===== config.mk =====
export PLATFORM = sky130hd
export DESIGN_NAME = alu_accumulator_seq
export DESIGN_NICKNAME = d
export VERILOG_FILES = /design/src/rtl/alu_accumulator_seq.sv
export SDC_FILE = /design/constraint.sdc
export NUM_CORES = 1
export LEC_CHECK = 0
export BUFFER_PORTS_ARGS = -buffer_cell sky130_fd_sc_hd__buf_2
export CORE_UTILIZATION = 60
export CTS_CLUSTER_SIZE = 20
export DETAILED_ROUTE_END_ITERATION = 12
export GPL_TIMING_DRIVEN = 1
export HOLD_SLACK_MARGIN = 0.05
export PLACE_DENSITY = 0.9
export SLEW_MARGIN = 10
export SYNTH_ARGS = -nofsm -noshare
export SYNTH_HDL_FRONTEND = slang
export SYNTH_SLANG_ARGS = --single-unit

===== constraint.sdc =====
create_clock -name Clock -period 2.9 [get_ports Clock]
set_clock_uncertainty 0.2 [all_clocks]
set_input_delay 0.145 -clock Clock [delete_from_list [all_inputs] [get_ports Clock]]
set_output_delay 0.145 -clock Clock [all_outputs]
set_load 0.05 [all_outputs]

===== src/rtl/alu_accumulator_seq.sv =====
// Sequential ALU with accumulator feedback: operand B is the low half of the
// registered result. Single-cycle logic/arith ops plus a WIDTH-cycle
// shift-add multiplier guarded by a start/busy/done handshake.
module alu_accumulator_seq #(
  parameter int WIDTH = 4
) (
  input  logic                 Clock,
  input  logic                 Reset,
  input  logic                 start,
  input  logic [2:0]           Function,
  input  logic [WIDTH-1:0]     A,
  output logic [2*WIDTH-1:0]   ALUout,
  output logic                 busy,
  output logic                 done,
  output logic                 zero
);
  localparam int RW = 2 * WIDTH;
  localparam int CW = $clog2(WIDTH + 1);

  typedef enum logic {IDLE, MUL} state_e;

  state_e           state_q, state_d;
  logic [RW-1:0]    alu_q, alu_d;
  logic [RW-1:0]    prod_q, prod_d;
  logic [RW-1:0]    mcand_q, mcand_d;
  logic [WIDTH-1:0] mplier_q, mplier_d;
  logic [CW-1:0]    cnt_q, cnt_d;
  logic             done_q, done_d;

  logic [WIDTH-1:0] b;
  logic [RW-1:0]    a_ext, b_ext, op_res, prod_sum;

  assign b     = alu_q[WIDTH-1:0];
  assign a_ext = {{WIDTH{1'b0}}, A};
  assign b_ext = {{WIDTH{1'b0}}, b};

  // Result of every single-cycle op; hold (111) and multiply fall back to the current value
  always_comb begin
    op_res = alu_q;
    case (Function)
      3'b000:  op_res = a_ext - b_ext;
      3'b001:  op_res = a_ext + b_ext;
      3'b010:  op_res = {~(A | b), ~(A & b)};
      3'b011:  op_res = (|A || |b) ? {2'b11, {(RW-2){1'b0}}} : '0;
      3'b101:  op_res = {b, ~A};
      3'b110:  op_res = {A ^ b, ~(A ^ b)};
      default: op_res = alu_q;
    endcase
  end

  // Next-state logic: accept in IDLE, one shift-add step per cycle in MUL
  always_comb begin
    state_d  = state_q;
    alu_d    = alu_q;
    prod_d   = prod_q;
    mcand_d  = mcand_q;
    mplier_d = mplier_q;
    cnt_d    = cnt_q;
    done_d   = 1'b0;
    prod_sum = prod_q + (mplier_q[0] ? mcand_q : '0);
    case (state_q)
      IDLE: begin
        if (start) begin
          if (Function == 3'b100) begin
            state_d  = MUL;
            prod_d   = '0;
            mcand_d  = a_ext;
            mplier_d = b;
            cnt_d    = CW'(WIDTH);
          end else begin
            alu_d  = op_res;
            done_d = 1'b1;
          end
        end
      end
      MUL: begin
        prod_d   = prod_sum;
        mcand_d  = mcand_q << 1;
        mplier_d = mplier_q >> 1;
        cnt_d    = cnt_q - CW'(1);
        // Last step: the product goes straight to the result register
        if (cnt_q == CW'(1)) begin
          state_d = IDLE;
          alu_d   = prod_sum;
          done_d  = 1'b1;
        end
      end
      default: state_d = IDLE;
    endcase
  end

  // State registers; reset wins over everything, including an in-flight multiply
  always_ff @(posedge Clock) begin
    if (Reset) begin
      state_q  <= IDLE;
      alu_q    <= '0;
      prod_q   <= '0;
      mcand_q  <= '0;
      mplier_q <= '0;
      cnt_q    <= '0;
      done_q   <= 1'b0;
    end else begin
      state_q  <= state_d;
      alu_q    <= alu_d;
      prod_q   <= prod_d;
      mcand_q  <= mcand_d;
      mplier_q <= mplier_d;
      cnt_q    <= cnt_d;
      done_q   <= done_d;
    end
  end

  assign ALUout = alu_q;
  assign busy   = (state_q == MUL);
  assign done   = done_q;
  assign zero   = (alu_q == '0);

endmodule


==> results.md, run 1 <==
* N_diodes at 0
* Die W at 66.8 microns
* Total congestion overflow at 0
* Clock tree buffer depth at 2
* DRT iter0 DRCs at ~220
* Final setup violating endpoints at 0
* Area growth, synth to finish at 10.4%
* Synthesized net count at 346
* Vias in the first global route at between 2000 and 2500
* Period utilization at 0.948
* Hold Path Class: input pin to register
* Relative slew slack at 0.532
* Cts bufs inserted at 5
* Post-Synthesis Cell Area at 2520 sq um
* Required @ worst endpoint at about 2.9 ns
* Critical Path AT at between 2 and 3 ns
* #FFs+latches synth at 33
* Fillcell total at roughly 330
* Critical path fanouts, max at 9
* Syn Area/Cell at 8.08 sq um
* DR vias at 2505
* FFs w/ async S/R, synth at 0
* Critical hold path startpoint: start
* Worst setup path class: register to register
* Final Max Tran Viols at 0
* Routed vias/inst at 6.59
* Ranking of synthesized cells by area: dfxtp_1, ha_1, a21oi_1
* Largest net degree at the start of global routing at 38
* Reg2Reg Launch Point: mplier_q[0]
* Most frequent cells in the layout: dfxtp_1, nand2_1, nor2_1
* Synthesized instance count at 312
* Fmax at roughly 0.36 GHz
* Layout cells sized above 1 at 0.142
* Io pins at 21
* Area of the core at 4030 sq um
* First-pass GRT wire length at around 11 mm
* Commonest non-fill, non-tap cell in the layout: dfxtp_1
* Worst Hold End: done
* Starting density of the core at 0.625
* # nets final at 363
* Worst-margin pin slew at 0.702 ns
* Max Cap Viol at 0
* Clock Sinks at 33
* Total power draw at 1.26 mW
* Setup_tns at 0 ns
* Period minus WS final at roughly 2.7 ns
* Clock insertion delay at the later pin of the skew report at 0.29 ns
* Area share of the largest cell type after synthesis at 0.262
* Port Buf Inserts at 20
* Clk root buf: clkbuf_8
* CTS H-tree lvls at 2
* Most used DFF post-synth: dfxtp_1
* Hold Fails Final Rpt at 0
* Row count at 23
* Final instance area at 2780 sq um
* Routed WL at ~6.6 mm
* Worst-path clk slew at 0.07 ns
* Storage cell area at 661 sq um
* Cell leakage power at ~1.2 nW
* EDFF count, synth at 0
* DRT Pass-1 Iters at 8
* GP Congestion at approximately 0.95
* Post-DRT Antenna Nets at 0
* Initial antenna violation count at 0
* Unrepaired setup endpoints after global routing: false
* Final HPWL DP at 4.51 mm
* R2R cell count at 8
* Pwr Density at 452 nW/um^2
* Multi-input logic area at 1680 sq um
* Synth warnings at 0
* Register area share after synthesis at 0.262
* Die Footprint at 4460 sq um
* WL/cell at 17.3 microns
* Postcts setup bufs at 0
* Hold Crit Depth at 4
* Die Y-Extent at roughly 67 microns
* Gr usage total at 0.317
* Synth area leader: dfxtp_1
* Final core occ at 0.691
* CTS tree: done
* Reg2Reg Setup Slack at 0.15 ns
* Crit path launch type: register
* DRC violations left at 0
* RR Endpoint: ALUout[6]
* Status: finished, final reports clean
* Peak VDD IR at between 0.0003 and 0.0004 V
* Placed Area at 2640 sq um
* CP endpoint kind: register
* Netlist cell types at 55
[where the power goes]
| group | switching [mW] | internal (mW) | leakage, nW | total [mW] |
|---|---|---|---|---|
| combinational | 0.202 | 0.110 | 0.851 | 0.312 |
| sequential | 0.0190 | 0.472 | 0.268 | 0.491 |
| clock | 0.174 | 0.280 | 0.0585 | 0.454 |
| total | 0.395 | 0.863 | 1.18 | 1.26 |
[logic make-up after synthesis]
kind of cell               Yosys count  share of synthesized area
and+or+nand+nor                    115                      0.229
DFF                                 33                      0.262
xor gates and xnor gates             6                     0.0209
AOI/OAI and AO/OA                   89                      0.263
buffers and inverters               39                     0.0705
muxes                                6                     0.0263
adders and majority gates           24                      0.128
[state kept, by name, summed over array words and instances (netlist names)]
name / flops
mcand_q: 8
ALUout: 8
mplier_q: 4
prod_q: 8
cnt_q: 3
done: 1
busy: 1
[area by class of cell]
class | count | area share
Multi-Input combinational cell | 240 | 0.604
Sequential cell | 33 | 0.237
Timing Repair Buffer | 32 | 0.0710
Clock buffer | 7 | 0.0310
Inverter | 17 | 0.0229
Tap cell | 50 | 0.0225
Clock inverter | 1 | 0.0108
[repair_timing]
action,CTS,global route
hold buffers,3,0
endpoints found under the hold margin,3,0
resized for setup,0,0
[metrics by stage]
step	hold slack [ns]	setup slack, ns	instances
after floorplan	0.104	0.314	312
after global placement	0.249	0.361	369
after detailed placement	0.255	0.246	369
after CTS	0.167	0.161	380
after global routing	0.232	0.0210	380
final	0.166	0.151	380
[synthesized netlist by cell type (all sizes together), types with 7 or more instances]
| library cell | count |
|---|---|
| a21oi | 24 |
| a311oi | 12 |
| and2 | 8 |
| buf | 14 |
| clkbuf | 8 |
| dfxtp | 33 |
| ha | 21 |
| inv | 16 |
| nand2 | 32 |
| nand3 | 9 |
| nor2 | 30 |
| nor3 | 8 |
| nor3b | 7 |
| o211ai | 7 |
[worst max-delay path, stage by stage, from the launching register on]
cell and delay, ns:
dfxtp_1 0.38, and2_1 0.17, ha_1 0.23, fa_1 0.44, a211oi_1 0.33, o21bai_1 0.12, a21oi_1 0.30, xor2_1 0.13
a2111oi_2 0.36
[metal layers]
metal / wire length (microns) / share of wire / global-route usage / up-vias
met5: 0 / 0 / 0 / -
met4: 138 / 0.021 / 0.0904 / 0
met3: 390 / 0.059 / 0.0479 / 18
met2: 3070 / 0.47 / 0.530 / 110
met1: 2960 / 0.45 / 0.417 / 1199
li1: - / - / - / 1178
[worst max path at each step]
| stage | to | depth (start not counted) | start |
|---|---|---|---|
| floorplan | ALUout[6] | 8 | ALUout[0] |
| global placement | ALUout[6] | 8 | mplier_q[0] |
| detailed placement | ALUout[6] | 8 | mplier_q[0] |
| CTS | ALUout[6] | 8 | mplier_q[0] |
| global route | ALUout[6] | 8 | mplier_q[0] |
| finish | ALUout[6] | 8 | mplier_q[0] |
(Power assumes the default switching activity.)
==> run 2: changes to the inputs <==
--- a/config.mk
+++ b/config.mk
@@ -6,12 +6,12 @@
 export NUM_CORES = 1
 export LEC_CHECK = 0
 export BUFFER_PORTS_ARGS = -buffer_cell sky130_fd_sc_hd__buf_2
-export CORE_UTILIZATION = 60
+export CORE_UTILIZATION = 35
 export CTS_CLUSTER_SIZE = 20
 export DETAILED_ROUTE_END_ITERATION = 12
 export GPL_TIMING_DRIVEN = 1
 export HOLD_SLACK_MARGIN = 0.05
-export PLACE_DENSITY = 0.9
+export PLACE_DENSITY = 0.61
 export SLEW_MARGIN = 10
 export SYNTH_ARGS = -nofsm -noshare
 export SYNTH_HDL_FRONTEND = slang
==> run 2 against run 1 <==
  * Utilization fell by 28 points
  * Clock power shrank 26%
  * Critical path depth unchanged
  * Via count down 6.5%
  * Count of clock-buffer cells in the layout shrank 1
  * Sequential share of layout area fell by 0.075 points
  * Worst hold slack improved by 0.019 ns
  * Wire length grew 0.17%
  * Highest routed layer unchanged
==> results.md, run 2 (synthesized netlist as in run 1, its figures left out) <==
* Status: finished, final reports clean
* Post-route setup slack at 0.203 ns
* N_diodes at 0
* Combinational power share at 0.275
* Final Max Tran Viols at 0
* Worst Hold End: prod_q[5]
* Port Buf Inserts at 20
* Clock insertion delay at the later pin of the skew report at between 0.2 and 0.3 ns
* Largest net degree at the start of global routing at 38
* Critical path fanouts, max at 9
* Die Y-Extent at 86.9 microns
* Total power draw at 1.14 mW
* DRC violations left at 0
* CTS H-tree lvls at 2
* Multi-input logic area at 1680 sq um
* Post-CTS sizing at 0
* Reg2Reg Setup Slack at between 0.2 and 0.25 ns
* Setup_tns at 0 ns
* CP endpoint kind: register
* DRT Pass-1 Iters at 5
* Worst setup path class: register to register
* Required @ worst endpoint at 2.89 ns
* DRT iter0 DRCs at 143
* Sw frac at 0.341
* Cts bufs inserted at 5
* Fmax at 0.371 GHz
* Initial antenna violation count at 0
* Layout cells sized above 1 at 0.137
* Storage cell area at 661 sq um
* Critical Path AT at around 2.7 ns
* First-pass GRT wire length at 11.0 mm
* Final setup violating endpoints at 0
* DR vias at around 2300
* Commonest non-fill, non-tap cell in the layout: dfxtp_1
* Peak VDD IR at 0.000157 V
* CTS tree: done
* Die Footprint at 7540 sq um
* Postcts setup bufs at 0
* Clock Sinks at 33
* Cell leakage power at 1.15 nW
* Relative slew slack at 0.530
* Reg2Reg Launch Point: mplier_q[0]
* Die W at 86.9 microns
* Fillcell total at slightly above 700
* Area growth, synth to finish at 10.8%
* WL/cell at 15.5 microns
* WHS at 0.185 ns
* Clk root buf: clkbuf_8
* Post-DRT Antenna Nets at 0
* Unrepaired setup endpoints after global routing: false
* Seq pwr share at 0.431
* Routed WL at 6.57 mm
* Hold Crit Depth at 2
* DP Worst Slack at 0.285 ns
* Hold Fails Final Rpt at 0
* Clk pwr share at 0.295
* Most frequent cells in the layout: dfxtp_1, nand2_1, nor2_1
* Critical hold path startpoint: Reset
* Period minus WS final at 2.70 ns
* Gr usage total at 0.189
* Worst-margin pin slew at 0.704 ns
* Clock tree buffer depth at 2
* R2R cell count at 8
* RR Endpoint: ALUout[6]
* Io pins at 21
* Worst-path clk slew at 0.07 ns
* Hold Path Class: input pin to register
* Total congestion overflow at 0
* Period utilization at 0.930
* Area of the core at 6870 sq um
* Final HPWL DP at about 4.6 mm
* CTS Hold Buffers Added at 3
* Starting density of the core at 0.367
* Pwr Density at 407 nW/um^2
* Vias in the first global route at between 2000 and 2500
* GP Congestion at between 0.8 and 0.9
* Max Cap Viol at 0
* # nets final at 361
* Int Power at 0.749 mW
* Routed vias/inst at between 5 and 6
* Row count at 30
* Crit path launch type: register
* Switch Pwr at just under 0.4 mW
-- run 2: changes by cell type in the layout (fill, tap and decap cells not counted) --
cell / delta
clkbuf_8: -1
bufinv_16: -1
buf_4: -2
clkinv_2: +2
-- run 2: through the flow --
stage	util	std cells	cell area (sq um)
2_1_floorplan	-	312	2520
3_3_place_gp	0.390	413	2680
3_5_place_dp	0.390	413	2680
4_1_cts	0.406	424	2790
5_1_grt	0.406	424	2790
6_report	0.406	424	2790
-- run 2: worst max-delay path by stage --
stage	cells past startpoint	startpoint	end	slack [ns]
floorplan	8	ALUout[0]	ALUout[6]	0.31
global placement	8	mplier_q[0]	ALUout[6]	0.32
detailed placement	8	mplier_q[0]	ALUout[6]	0.29
CTS	8	mplier_q[0]	ALUout[6]	0.22
global route	8	mplier_q[0]	ALUout[6]	0.02
finish	8	mplier_q[0]	ALUout[6]	0.20
-- run 2: per-layer routing --
metal  vias to the layer above  share of wire  global-route usage
met1                      1112           0.48               0.258
met3                        10          0.037              0.0284
met4                         0          0.019              0.0606
met2                        50           0.46               0.305
li1                       1170              -                   -
met5                         -              0                   0
-- run 2: critical path: stages, from the launching register on --
cell       delay, ns
dfxtp_1         0.37
and2_1          0.17
ha_1            0.23
fa_1            0.43
a211oi_1        0.31
o21bai_1        0.14
a21oi_1         0.29
xor2_1          0.13
a2111oi_2       0.35
-- run 2: area by class of cell --
type	count	share of cell area
Multi-Input combinational cell	240	0.602
Timing Repair Buffer	30	0.0654
Tap cell	96	0.0430
Clock inverter	2	0.00359
Sequential cell	33	0.237
Clock buffer	6	0.0260
Inverter	17	0.0229
-- run 2: power groups by stage --
stage                     sequential (mW)  clock, mW  combinational [mW]
final                               0.490      0.335               0.312
after global routing                0.492      0.363               0.342
after CTS                           0.490      0.342               0.311
after detailed placement            0.500          0               0.307
after global placement              0.500          0               0.304
after floorplan                     0.540          0               0.188
==> run 3: changes to the inputs <==
==> constraint.sdc (replaced) <==
create_clock -name Clock -period 3 [get_ports Clock]
set_clock_uncertainty 0.2 [all_clocks]
set_input_delay 0.15 -clock Clock [delete_from_list [all_inputs] [get_ports Clock]]
set_output_delay 0.15 -clock Clock [all_outputs]
set_load 0.05 [all_outputs]
==> run 3 against run 2 <==
  * Sequential share of layout area hardly changed
  * Critical endpoint unchanged
  * Final area is 0.13% lower
  * Utilization is 0.055 points lower
  * Critical path type unchanged
==> results.md, run 3 (synthesized netlist as in run 1, its figures left out) <==
* Die W at 86.9 microns
* WHS at 0.166 ns
* Die Footprint at 7540 sq um
* DRT iter0 DRCs at 139
* Final setup violating endpoints at 0
* Commonest non-fill, non-tap cell in the layout: dfxtp_1
* Final Max Tran Viols at 0
* CP endpoint kind: register
* Largest net degree at the start of global routing at 38
* Ordered list of cells on the worst path: and2_1, ha_1, fa_1, a211oi_1, o21bai_1, a21oi_1, xor2_1, a2111oi_2
* Worst setup path class: register to register
* Max Cap Viol at 0
* Post-DRT Antenna Nets at 0
* # nets final at 360
* Critical Path AT at 2.70 ns
* Hold Fails Final Rpt at 0
* Io pins at 21
* DRT Pass-1 Iters at 5
* Fillcell total at 700
* Worst-path clk slew at 0.08 ns
* Peak VDD IR at ~0.00015 V
* CTS tree: done
* Worst-margin pin slew at 0.736 ns
* Setup_tns at 0 ns
* Crit path launch type: register
* Area of the core at a little under 7000 sq um
* DRC violations left at 0
* Cts bufs inserted at 5
* Initial antenna violation count at 0
* Clock Sinks at 33
* Clock tree buffer depth at 2
* Port Buf Inserts at 20
* Most frequent cells in the layout: dfxtp_1, nand2_1, nor2_1
* Total congestion overflow at 0
* Starting density of the core at 0.367
* Layout cells sized above 1 at 0.138
* Total power draw at 1.11 mW
* Area growth, synth to finish at 10.6%
* Period utilization at 0.900
* Hold Path Class: input pin to register
* Crit path max-delay cell type: fa_1
* Clk root buf: clkbuf_8
* Relative slew slack at 0.508
* Required @ worst endpoint at 3.00 ns
* Final HPWL DP at 4.64 mm
* N_diodes at 0
* Multi-input logic area at 1680 sq um
* CTS H-tree lvls at 2
* Pwr Density at 399 nW/um^2
* Routed vias/inst at 5.53
* Row count at 30
* Cell leakage power at 1.15 nW
* GP Congestion at around 0.89
* Vias in the first global route at about 2200
* Routed WL at about 6.6 mm
* Clock insertion delay at the later pin of the skew report at a little under 0.3 ns
* Storage cell area at between 600 and 700 sq um
* Postcts setup bufs at 0
* Unrepaired setup endpoints after global routing: false
* Die Y-Extent at 86.9 microns
* Status: finished, final reports clean
* First-pass GRT wire length at 11.1 mm
* Fmax at approximately 0.37 GHz
* DR vias at 2338
* Worst path max stage delay at between 0.4 and 0.5 ns
* Post-CTS sizing at 0
* Gr usage total at 0.191
* Period minus WS final at 2.70 ns
* WL/cell at 15.6 microns
* Critical path fanouts, max at 9
==> run 3: worst max-delay path, delay by kind of cell (launching register included) <==
kind                       cells  cell delay, ns
adders and majority gates      2            0.67
DFF                            1            0.38
xor gates and xnor gates       1            0.13
and+or+nand+nor                1            0.17
AOI/OAI and AO/OA              4            1.07
==> run 3: final timing paths <==
kind	cells after the start	end	slack [ns]	startpoint
setup / recovery	8	ALUout[6]	0.30	mplier_q[0]
hold / removal	4	done	0.17	start
setup reg to reg	8	ALUout[6]	0.30	mplier_q[0]
hold reg to reg	2	prod_q[4]	0.27	prod_q[4]
==> run 3: metal layers <==
metal | GRT usage | up-vias | part of all wire
li1 | - | 1162 | -
met1 | 0.259 | 1116 | 0.47
met2 | 0.304 | 47 | 0.47
met3 | 0.0284 | 13 | 0.038
met4 | 0.0758 | 0 | 0.023
met5 | 0 | - | 0
==> run 3: layout make-up <==
cell class / instances / area share
multi-input cells: 240 / 0.603
flip-flops and latches: 33 / 0.237
repair buffers: 29 / 0.0628
well taps: 96 / 0.0431
clock buffers: 5 / 0.0247
inverters: 17 / 0.0229
clock inverters: 3 / 0.00628
==> run 3: timing repair <==
item                       in CTS  in global routing
hold endpoints to repair        3                  0
setup endpoints to repair       0                  0
hold buffers                    3                  0
==> run 3: power breakdown <==
part	internal (mW)	leakage, nW	switching (mW)	total [mW]
registers	0.456	0.268	0.0177	0.474
clock network	0.160	0.0439	0.180	0.340
logic	0.105	0.835	0.193	0.298
==> run 3: metrics by stage <==
step	utilization	area (sq um)	worst slack (ns)	cells
2_1_floorplan	-	2520	0.414	312
3_3_place_gp	0.389	2670	0.426	412
3_5_place_dp	0.389	2670	0.352	412
4_1_cts	0.406	2790	0.324	423
5_1_grt	0.406	2790	0.109	423
6_report	0.406	2790	0.300	423
